$ cat src/rtl/trap_sequencer_pkg.sv
// Shared types and constants for the trap sequencer.
// The trap_count feature is enabled by defining TRAP_COUNTER_EN.
package common_types_pkg;

   typedef enum logic [2:0] {
      IDLE,
      DRAIN,
      COMMIT,
      REDIRECT,
      MRET
   } trap_state_t;

   localparam logic [31:0] EXC_ILLEGAL_INST = 32'd2;
   localparam logic [1:0]  MTVEC_DIRECT     = 2'd0;
   localparam logic [1:0]  MTVEC_VECTORED   = 2'd1;

   // mcause layout: interrupt flag in bit 31, cause code in bits [4:0].
   function automatic logic [31:0] make_mcause(input logic intr, input logic [4:0] code);
      return {intr, 26'b0, code};
   endfunction

endpackage

$ cat src/rtl/trap_sequencer_if.sv
// Bundle of decode/execute, CSR-file and fetch-mux signals around the trap sequencer.
// The trap_count feature is enabled by defining TRAP_COUNTER_EN.
//
// Handshake: there is no backpressure. csr_trap_we, csr_mret_we and redirect_valid
// are single-cycle strobes; their data (trap_mepc, trap_mcause, redirect_pc) is valid
// only in the strobe cycle and reads 0 otherwise. Consumers must accept a strobe in
// the cycle it is presented.
interface trap_sequencer_if #(
   parameter int NUM_IRQ = 4
);
   logic               illegal_inst;
   logic [31:0]        e2mif_pc;
   logic [NUM_IRQ-1:0] irq_pending;
   logic [NUM_IRQ-1:0] irq_enable;
   logic               mstatus_mie;
   logic [1:0]         mtvec_mode;
   logic [31:0]        mtvec_base;
   logic               mret;
   logic [31:0]        mepc_in;
   logic               mem_busy;

   logic               f2dif_flush;
   logic               d2eif_flush;
   logic               e2mif_flush;
   logic               m2wif_flush;
   logic               csr_trap_we;
   logic               csr_mret_we;
   logic [31:0]        trap_mepc;
   logic [31:0]        trap_mcause;
   logic               redirect_valid;
   logic [31:0]        redirect_pc;
   logic               busy;
   logic [31:0]        trap_count;

   // Sequencer side.
   modport master (
      input  illegal_inst, e2mif_pc, irq_pending, irq_enable, mstatus_mie,
             mtvec_mode, mtvec_base, mret, mepc_in, mem_busy,
      output f2dif_flush, d2eif_flush, e2mif_flush, m2wif_flush,
             csr_trap_we, csr_mret_we, trap_mepc, trap_mcause,
             redirect_valid, redirect_pc, busy, trap_count
   );

   // Core / CSR-file side.
   modport slave (
      output illegal_inst, e2mif_pc, irq_pending, irq_enable, mstatus_mie,
             mtvec_mode, mtvec_base, mret, mepc_in, mem_busy,
      input  f2dif_flush, d2eif_flush, e2mif_flush, m2wif_flush,
             csr_trap_we, csr_mret_we, trap_mepc, trap_mcause,
             redirect_valid, redirect_pc, busy, trap_count
   );

endinterface

$ cat src/rtl/trap_sequencer_irq_prio_enc.sv
// Lowest-index priority encoder over the enabled interrupt lines.
// The trap_count feature is enabled by defining TRAP_COUNTER_EN.
module irq_prio_enc #(
   parameter int N = 4
) (
   input  logic [N-1:0] req,
   output logic         valid,
   output logic [4:0]   idx
);

   // Scan from the top down so the lowest set index is the last one written.
   always_comb begin
      valid = 1'b0;
      idx   = 5'd0;
      for (int i = N - 1; i >= 0; i--) begin
         if (req[i]) begin
            valid = 1'b1;
            idx   = 5'(i);
         end
      end
   end

endmodule

$ cat src/rtl/trap_sequencer.sv
// Trap entry / mret sequencer: arbitrates exceptions against interrupts, flushes
// the pipeline, drains memory, commits CSR updates and redirects fetch.
// Define TRAP_COUNTER_EN to build the trap_count counter; otherwise it reads 0.
import common_types_pkg::*;

module trap_sequencer #(
   parameter int NUM_IRQ       = 4,
   parameter int MEM_DRAIN_MAX = 15
) (
   input  logic              CLK,
   input  logic              nRST,
   trap_sequencer_if.master  bus,
   output trap_state_t       dbg_state
);

   localparam int CW = $clog2(MEM_DRAIN_MAX + 1);
   // The counter reaches MEM_DRAIN_MAX on the same edge that forces the exit.
   localparam logic [CW-1:0] DRAIN_LAST = CW'(MEM_DRAIN_MAX - 1);

   trap_state_t   state, next_state;
   logic [31:0]   pc_q, pc_d;
   logic          intr_q, intr_d;
   logic [4:0]    code_q, code_d;
   logic [CW-1:0] cnt_q, cnt_d;

   logic          irq_valid;
   logic [4:0]    irq_idx;

   logic          f2d, d2e, e2m, m2w;
   logic          trap_we, mret_we, rvalid;
   logic [31:0]   mepc_o, mcause_o, rpc_o;

   // Low address bits of mtvec/mepc are architecturally ignored.
   logic          unused_lsbs;
   assign unused_lsbs = &{1'b0, bus.mtvec_base[1:0], bus.mepc_in[1:0]};

   irq_prio_enc #(.N(NUM_IRQ)) u_irq_prio_enc (
      .req   (bus.irq_pending & bus.irq_enable),
      .valid (irq_valid),
      .idx   (irq_idx)
   );

   // State, latched trap source and drain counter.
   always_ff @(posedge CLK or negedge nRST) begin
      if (!nRST) begin
         state  <= IDLE;
         pc_q   <= '0;
         intr_q <= 1'b0;
         code_q <= '0;
         cnt_q  <= '0;
      end else begin
         state  <= next_state;
         pc_q   <= pc_d;
         intr_q <= intr_d;
         code_q <= code_d;
         cnt_q  <= cnt_d;
      end
   end

   // Next-state selection and per-state output strobes.
   always_comb begin
      next_state = state;
      pc_d       = pc_q;
      intr_d     = intr_q;
      code_d     = code_q;
      cnt_d      = cnt_q;
      f2d        = 1'b0;
      d2e        = 1'b0;
      e2m        = 1'b0;
      m2w        = 1'b0;
      trap_we    = 1'b0;
      mret_we    = 1'b0;
      rvalid     = 1'b0;
      mepc_o     = '0;
      mcause_o   = '0;
      rpc_o      = '0;
      case (state)
         IDLE: begin
            if (bus.illegal_inst) begin
               pc_d       = bus.e2mif_pc;
               intr_d     = 1'b0;
               code_d     = EXC_ILLEGAL_INST[4:0];
               cnt_d      = '0;
               next_state = DRAIN;
            end else if (bus.mstatus_mie && irq_valid) begin
               pc_d       = bus.e2mif_pc;
               intr_d     = 1'b1;
               code_d     = irq_idx;
               cnt_d      = '0;
               next_state = DRAIN;
            end else if (bus.mret) begin
               next_state = MRET;
            end
         end
         DRAIN: begin
            f2d   = 1'b1;
            d2e   = 1'b1;
            e2m   = 1'b1;
            m2w   = 1'b1;
            cnt_d = cnt_q + CW'(1);
            if (!bus.mem_busy || cnt_q == DRAIN_LAST) begin
               next_state = COMMIT;
            end
         end
         COMMIT: begin
            trap_we    = 1'b1;
            mepc_o     = pc_q;
            mcause_o   = make_mcause(intr_q, code_q);
            next_state = REDIRECT;
         end
         REDIRECT: begin
            rvalid = 1'b1;
            if (intr_q && bus.mtvec_mode == MTVEC_VECTORED) begin
               rpc_o = {bus.mtvec_base[31:2], 2'b00} + {25'd0, code_q, 2'b00};
            end else begin
               rpc_o = {bus.mtvec_base[31:2], 2'b00};
            end
            next_state = IDLE;
         end
         MRET: begin
            mret_we    = 1'b1;
            rvalid     = 1'b1;
            rpc_o      = {bus.mepc_in[31:2], 2'b00};
            f2d        = 1'b1;
            d2e        = 1'b1;
            next_state = IDLE;
         end
         default: begin
            next_state = IDLE;
         end
      endcase
   end

`ifdef TRAP_COUNTER_EN
   logic [31:0] count_q;

   // Count committed traps; mret never passes through COMMIT.
   always_ff @(posedge CLK or negedge nRST) begin
      if (!nRST) begin
         count_q <= '0;
      end else if (state == COMMIT) begin
         count_q <= count_q + 32'd1;
      end
   end

   assign bus.trap_count = count_q;
`else
   assign bus.trap_count = 32'd0;
`endif

   assign bus.f2dif_flush    = f2d;
   assign bus.d2eif_flush    = d2e;
   assign bus.e2mif_flush    = e2m;
   assign bus.m2wif_flush    = m2w;
   assign bus.csr_trap_we    = trap_we;
   assign bus.csr_mret_we    = mret_we;
   assign bus.trap_mepc      = mepc_o;
   assign bus.trap_mcause    = mcause_o;
   assign bus.redirect_valid = rvalid;
   assign bus.redirect_pc    = rpc_o;
   assign bus.busy           = (state != IDLE);
   assign dbg_state          = state;

endmodule

$ cat src/flat_wrapper.sv
// flat-port wrapper written by rule: the top's interface ports become plain ports
module trap_sequencer_flat 
#(
   parameter int NUM_IRQ       = 4,
   parameter int MEM_DRAIN_MAX = 15
)
  (CLK, nRST, dbg_state, bus_illegal_inst, bus_e2mif_pc, bus_irq_pending, bus_irq_enable, bus_mstatus_mie, bus_mtvec_mode, bus_mtvec_base, bus_mret, bus_mepc_in, bus_mem_busy, bus_f2dif_flush, bus_d2eif_flush, bus_e2mif_flush, bus_m2wif_flush, bus_csr_trap_we, bus_csr_mret_we, bus_trap_mepc, bus_trap_mcause, bus_redirect_valid, bus_redirect_pc, bus_busy, bus_trap_count);
  trap_sequencer_if #(.NUM_IRQ(NUM_IRQ)) bus_i ();
  input  logic CLK;
  input  logic nRST;
  output trap_state_t dbg_state;
  input wire logic [$bits(bus_i.illegal_inst)-1:0] bus_illegal_inst;
  input wire logic [$bits(bus_i.e2mif_pc)-1:0] bus_e2mif_pc;
  input wire logic [$bits(bus_i.irq_pending)-1:0] bus_irq_pending;
  input wire logic [$bits(bus_i.irq_enable)-1:0] bus_irq_enable;
  input wire logic [$bits(bus_i.mstatus_mie)-1:0] bus_mstatus_mie;
  input wire logic [$bits(bus_i.mtvec_mode)-1:0] bus_mtvec_mode;
  input wire logic [$bits(bus_i.mtvec_base)-1:0] bus_mtvec_base;
  input wire logic [$bits(bus_i.mret)-1:0] bus_mret;
  input wire logic [$bits(bus_i.mepc_in)-1:0] bus_mepc_in;
  input wire logic [$bits(bus_i.mem_busy)-1:0] bus_mem_busy;
  output wire logic [$bits(bus_i.f2dif_flush)-1:0] bus_f2dif_flush;
  output wire logic [$bits(bus_i.d2eif_flush)-1:0] bus_d2eif_flush;
  output wire logic [$bits(bus_i.e2mif_flush)-1:0] bus_e2mif_flush;
  output wire logic [$bits(bus_i.m2wif_flush)-1:0] bus_m2wif_flush;
  output wire logic [$bits(bus_i.csr_trap_we)-1:0] bus_csr_trap_we;
  output wire logic [$bits(bus_i.csr_mret_we)-1:0] bus_csr_mret_we;
  output wire logic [$bits(bus_i.trap_mepc)-1:0] bus_trap_mepc;
  output wire logic [$bits(bus_i.trap_mcause)-1:0] bus_trap_mcause;
  output wire logic [$bits(bus_i.redirect_valid)-1:0] bus_redirect_valid;
  output wire logic [$bits(bus_i.redirect_pc)-1:0] bus_redirect_pc;
  output wire logic [$bits(bus_i.busy)-1:0] bus_busy;
  output wire logic [$bits(bus_i.trap_count)-1:0] bus_trap_count;
  assign bus_i.illegal_inst = bus_illegal_inst;
  assign bus_i.e2mif_pc = bus_e2mif_pc;
  assign bus_i.irq_pending = bus_irq_pending;
  assign bus_i.irq_enable = bus_irq_enable;
  assign bus_i.mstatus_mie = bus_mstatus_mie;
  assign bus_i.mtvec_mode = bus_mtvec_mode;
  assign bus_i.mtvec_base = bus_mtvec_base;
  assign bus_i.mret = bus_mret;
  assign bus_i.mepc_in = bus_mepc_in;
  assign bus_i.mem_busy = bus_mem_busy;
  assign bus_f2dif_flush = bus_i.f2dif_flush;
  assign bus_d2eif_flush = bus_i.d2eif_flush;
  assign bus_e2mif_flush = bus_i.e2mif_flush;
  assign bus_m2wif_flush = bus_i.m2wif_flush;
  assign bus_csr_trap_we = bus_i.csr_trap_we;
  assign bus_csr_mret_we = bus_i.csr_mret_we;
  assign bus_trap_mepc = bus_i.trap_mepc;
  assign bus_trap_mcause = bus_i.trap_mcause;
  assign bus_redirect_valid = bus_i.redirect_valid;
  assign bus_redirect_pc = bus_i.redirect_pc;
  assign bus_busy = bus_i.busy;
  assign bus_trap_count = bus_i.trap_count;
  trap_sequencer #(.NUM_IRQ(NUM_IRQ), .MEM_DRAIN_MAX(MEM_DRAIN_MAX)) u_core (.CLK(CLK), .nRST(nRST), .bus(bus_i), .dbg_state(dbg_state));
endmodule
$ cat config.mk
export PLATFORM = sky130hd
export DESIGN_NAME = trap_sequencer_flat
export DESIGN_NICKNAME = d
export VERILOG_FILES = /design/src/rtl/trap_sequencer_pkg.sv /design/src/rtl/trap_sequencer_if.sv /design/src/rtl/trap_sequencer_irq_prio_enc.sv /design/src/rtl/trap_sequencer.sv /design/src/flat_wrapper.sv
export SDC_FILE = /design/constraint.sdc
export NUM_CORES = 1
export LEC_CHECK = 0
export BUFFER_PORTS_ARGS = -buffer_cell sky130_fd_sc_hd__buf_2
export CORE_ASPECT_RATIO = 1.4
export CORE_MARGIN = 4
export CORE_UTILIZATION = 38
export CTS_CLUSTER_SIZE = 24
export DETAILED_ROUTE_END_ITERATION = 10
export HOLD_SLACK_MARGIN = 0.03
export PLACE_DENSITY = 0.76
export SLEW_MARGIN = 25
export SYNTH_ARGS = -nofsm -noshare
export SYNTH_HDL_FRONTEND = slang
export SYNTH_SLANG_ARGS = --single-unit
$ cat constraint.sdc
create_clock -name CLK -period 2.05 [get_ports CLK]
set_clock_uncertainty 0.05 [all_clocks]
set_input_delay 0.1025 -clock CLK [delete_from_list [all_inputs] [get_ports CLK]]
set_output_delay 0.1025 -clock CLK [all_outputs]
set_load 0.005 [all_outputs]
==> results.yml <==
timing:
  maxSlewViolCount: 0
  slew-limit-headroom: 0.644
  finalHoldViolCount: 0
  worst_pin_slew_ns: 0.520
  setup_viol: 27
  min_period_ns: 2.41
  fin_crit_sh: 1.18
  fin_ws_ns: -0.364
  fmax_mhz: 414
  rsz0062_at_grt: "yes"
grt:
  grt-ovfl-total: 0
  grt_pass1_wl_um: 17300
  antenna_found_initial: 0
  grt_usage: 0.206
  grt_pass1_vias: 3528
  grt_start_max_net_pins: 37
floorplan:
  ios: 251
  die-area_mm2: 0.0107
  die_w_um: 88.6
  num_rows: 40
  die_y_um: 121
  core-area_mm2: 0.00871
  floorplan.initialDensity: 0.396
hold_path:
  whs_path_depth: 2
  hold_path.class: "in2reg"
  min_from: "bus_illegal_inst"
  min_to: "u_core.dbg_state[2]"
outcome:
  status: "complete, but fails checks"
  violations: "negative setup slack"
job:
  cap_violations: 0
worst_setup_path:
  r2r_end: "u_core.code_q[0]"
  cp.arrival_ns: 2.26
  crit_path_start_kind: "flip-flop"
  path_class: "reg2out"
  r2r_slack_ns: 0.24
  worstPathMaxFanout: 3
  r2r-start: "u_core.dbg_state[1]"
  reg2regPathDepth: 5
  required_ns: 1.90
  worstSetupEndpointType: "primary output"
clock_tree:
  clkLatencyLatePin_ns: 0.29
  ctsHtreeMaxLevel: 2
  cts_buffers: 5
  cts.sink_count: 42
  cts_buffer_depth: 2
  clkTransAtPathRegs_ns: 0.06
  clockRootBuffer: "clkbuf_16"
  cts_tree: "done"
synth:
  yosysMostFrequentCell: "buf_4"
  syn_area_per_cell_um2: 8.76
  synth_seq_cells: 42
  synth_top_cell_by_area: "dfrtp_1"
  synthCells: 394
  yosysUniqueCellTypes: 43
  seq_area_frac_synth: 0.304
  ys.flop_type: "dfrtp_1"
  syn_area_mm2: 0.00345
  ys_warn_count: 0
  synthTopCellsByArea: "dfrtp_1 (30%), buf_4 (14%), mux2_1 (10%), and2_1 (6.7%), nand2_1 (5.2%)"
  netlist.area_leader.share: 0.304
  synth_edf_count: 0
  async_reset_ff_frac: 1.00
  yosys-top-cells-count: "buf_4 (65), nand2_1 (48), dfrtp_1 (42)"
routing:
  routed_via_density: 4.78
  post_drt_wl_per_cell_um: 15.7
  totalWireLength_um: 11600
  drtIter0Drc: 87
  dr.pass1.iters: 4
  drc: 0
  postRouteAntennaNets: 0
  vias: 3521
cells_and_area:
  drive_gt1_frac: 0.407
  fin_nets: 748
  n_antenna_cell: 0
  area_growth_pct: 49.3
  layout.cells.non_filler: 737
  fillerInstances: 735
pwr:
  p_leak_uw: 0.00262
  powerDensity_mw_per_mm2: 955
  ir_drop_v: 0.00111
placement:
  dp.cells: 687
  place_ws_ns: -0.173
  routabilityCongestion: 0.941
  hpwl_um: 8700
  io_buffer_count: 183
power by group:
part	switching (µW)	internal (µW)	total, µW
sequential	265	1240	1500
combinational	1270	1350	2620
clock	314	483	797
stage by stage:
stage               total power, µW  hold WS, ns  utilization  cell area, µm²  setup TNS (ns)
floorplan                      2840       -0.243            -            3700               0
global placement               3820       0.0711        0.509            4430          -0.616
detailed placement             3910       0.0678        0.509            4430           -1.21
CTS                            4880       0.0383        0.583            5070           -6.93
global route                   5300       0.0548        0.592            5150           -9.44
finish                         4920       0.0419        0.592            5150           -5.96
repair_timing:
item / 4_1_cts / 5_1_grt
pin swaps: 21 / 16
endpoints found under the setup margin: 28 / 28
hold endpoints to repair: 58 / 0
buffers inserted: 3 / 5
gates resized for setup: 24 / 15
hold buffers: 36 / 0
cloned: 1 / 0
sequential cells by signal (all words and copies together) (netlist names):
name              flops
u_core.code_q         2
u_core.pc_q          32
u_core.dbg_state      3
u_core.cnt_q          4
u_core.intr_q         1
placed cells by master, fill, tap and decap left out, drive strengths merged, types with 17 or more instances in the layout:
cell type    instances
buf                211
dlygate4sd3         36
xor2                20
and2                37
dfrtp               42
nand2               48
conb                63
mux2                32
o21ai               34
nand4               17
cell families after synthesis:
family | after synthesis | synth area share
compound gates | 50 | 0.0895
buf+inv | 90 | 0.170
simple gates | 143 | 0.231
mux | 33 | 0.107
flops | 42 | 0.304
xor+xnor | 30 | 0.0761
other cells | 1 | 0.00109
fa+ha+maj | 5 | 0.0203
per-layer routing:
layer,part of all wire,up-vias,GRT usage
met5,0,-,0
met4,0.021,0,0.0671
met3,0.13,22,0.0716
met2,0.53,214,0.383
met1,0.32,1611,0.209
li1,-,1674,-
cell type report:
cell class | instances | area (µm²) | share of cell area
Sequential cell | 42 | 1050 | 0.204
Clock inverter | 1 | 5.00 | 0.000971
Tap cell | 105 | 131 | 0.0255
Timing Repair Buffer | 247 | 1570 | 0.304
Clock buffer | 7 | 143 | 0.0277
Multi-Input combinational cell | 324 | 2220 | 0.430
Inverter | 11 | 41.3 | 0.00801
worst max-delay path, stage by stage (launching register included):
cell	delay (ns)
dfrtp_1	0.38
ha_4	0.15
inv_2	0.03
fa_2	0.33
nand4bb_4	0.23
or3_4	0.39
nor2_2	0.13
xnor2_1	0.12
o21ai_1	0.07
buf_2	0.14
how the worst max path moves through the flow:
stage                     startpoint                  end  slack [ns]  cells past startpoint
floorplan           u_core.code_q[0]  bus_redirect_pc[24]     0.00004                      8
global placement    u_core.code_q[0]  bus_redirect_pc[14]       -0.13                      9
detailed placement  u_core.code_q[0]  bus_redirect_pc[14]       -0.17                      9
CTS                 u_core.code_q[0]  bus_redirect_pc[14]       -0.39                      9
global route        u_core.code_q[0]  bus_redirect_pc[14]       -0.48                      9
finish              u_core.code_q[0]  bus_redirect_pc[12]       -0.36                      9
No activity file was read; power rests on OpenSTA's default activity.
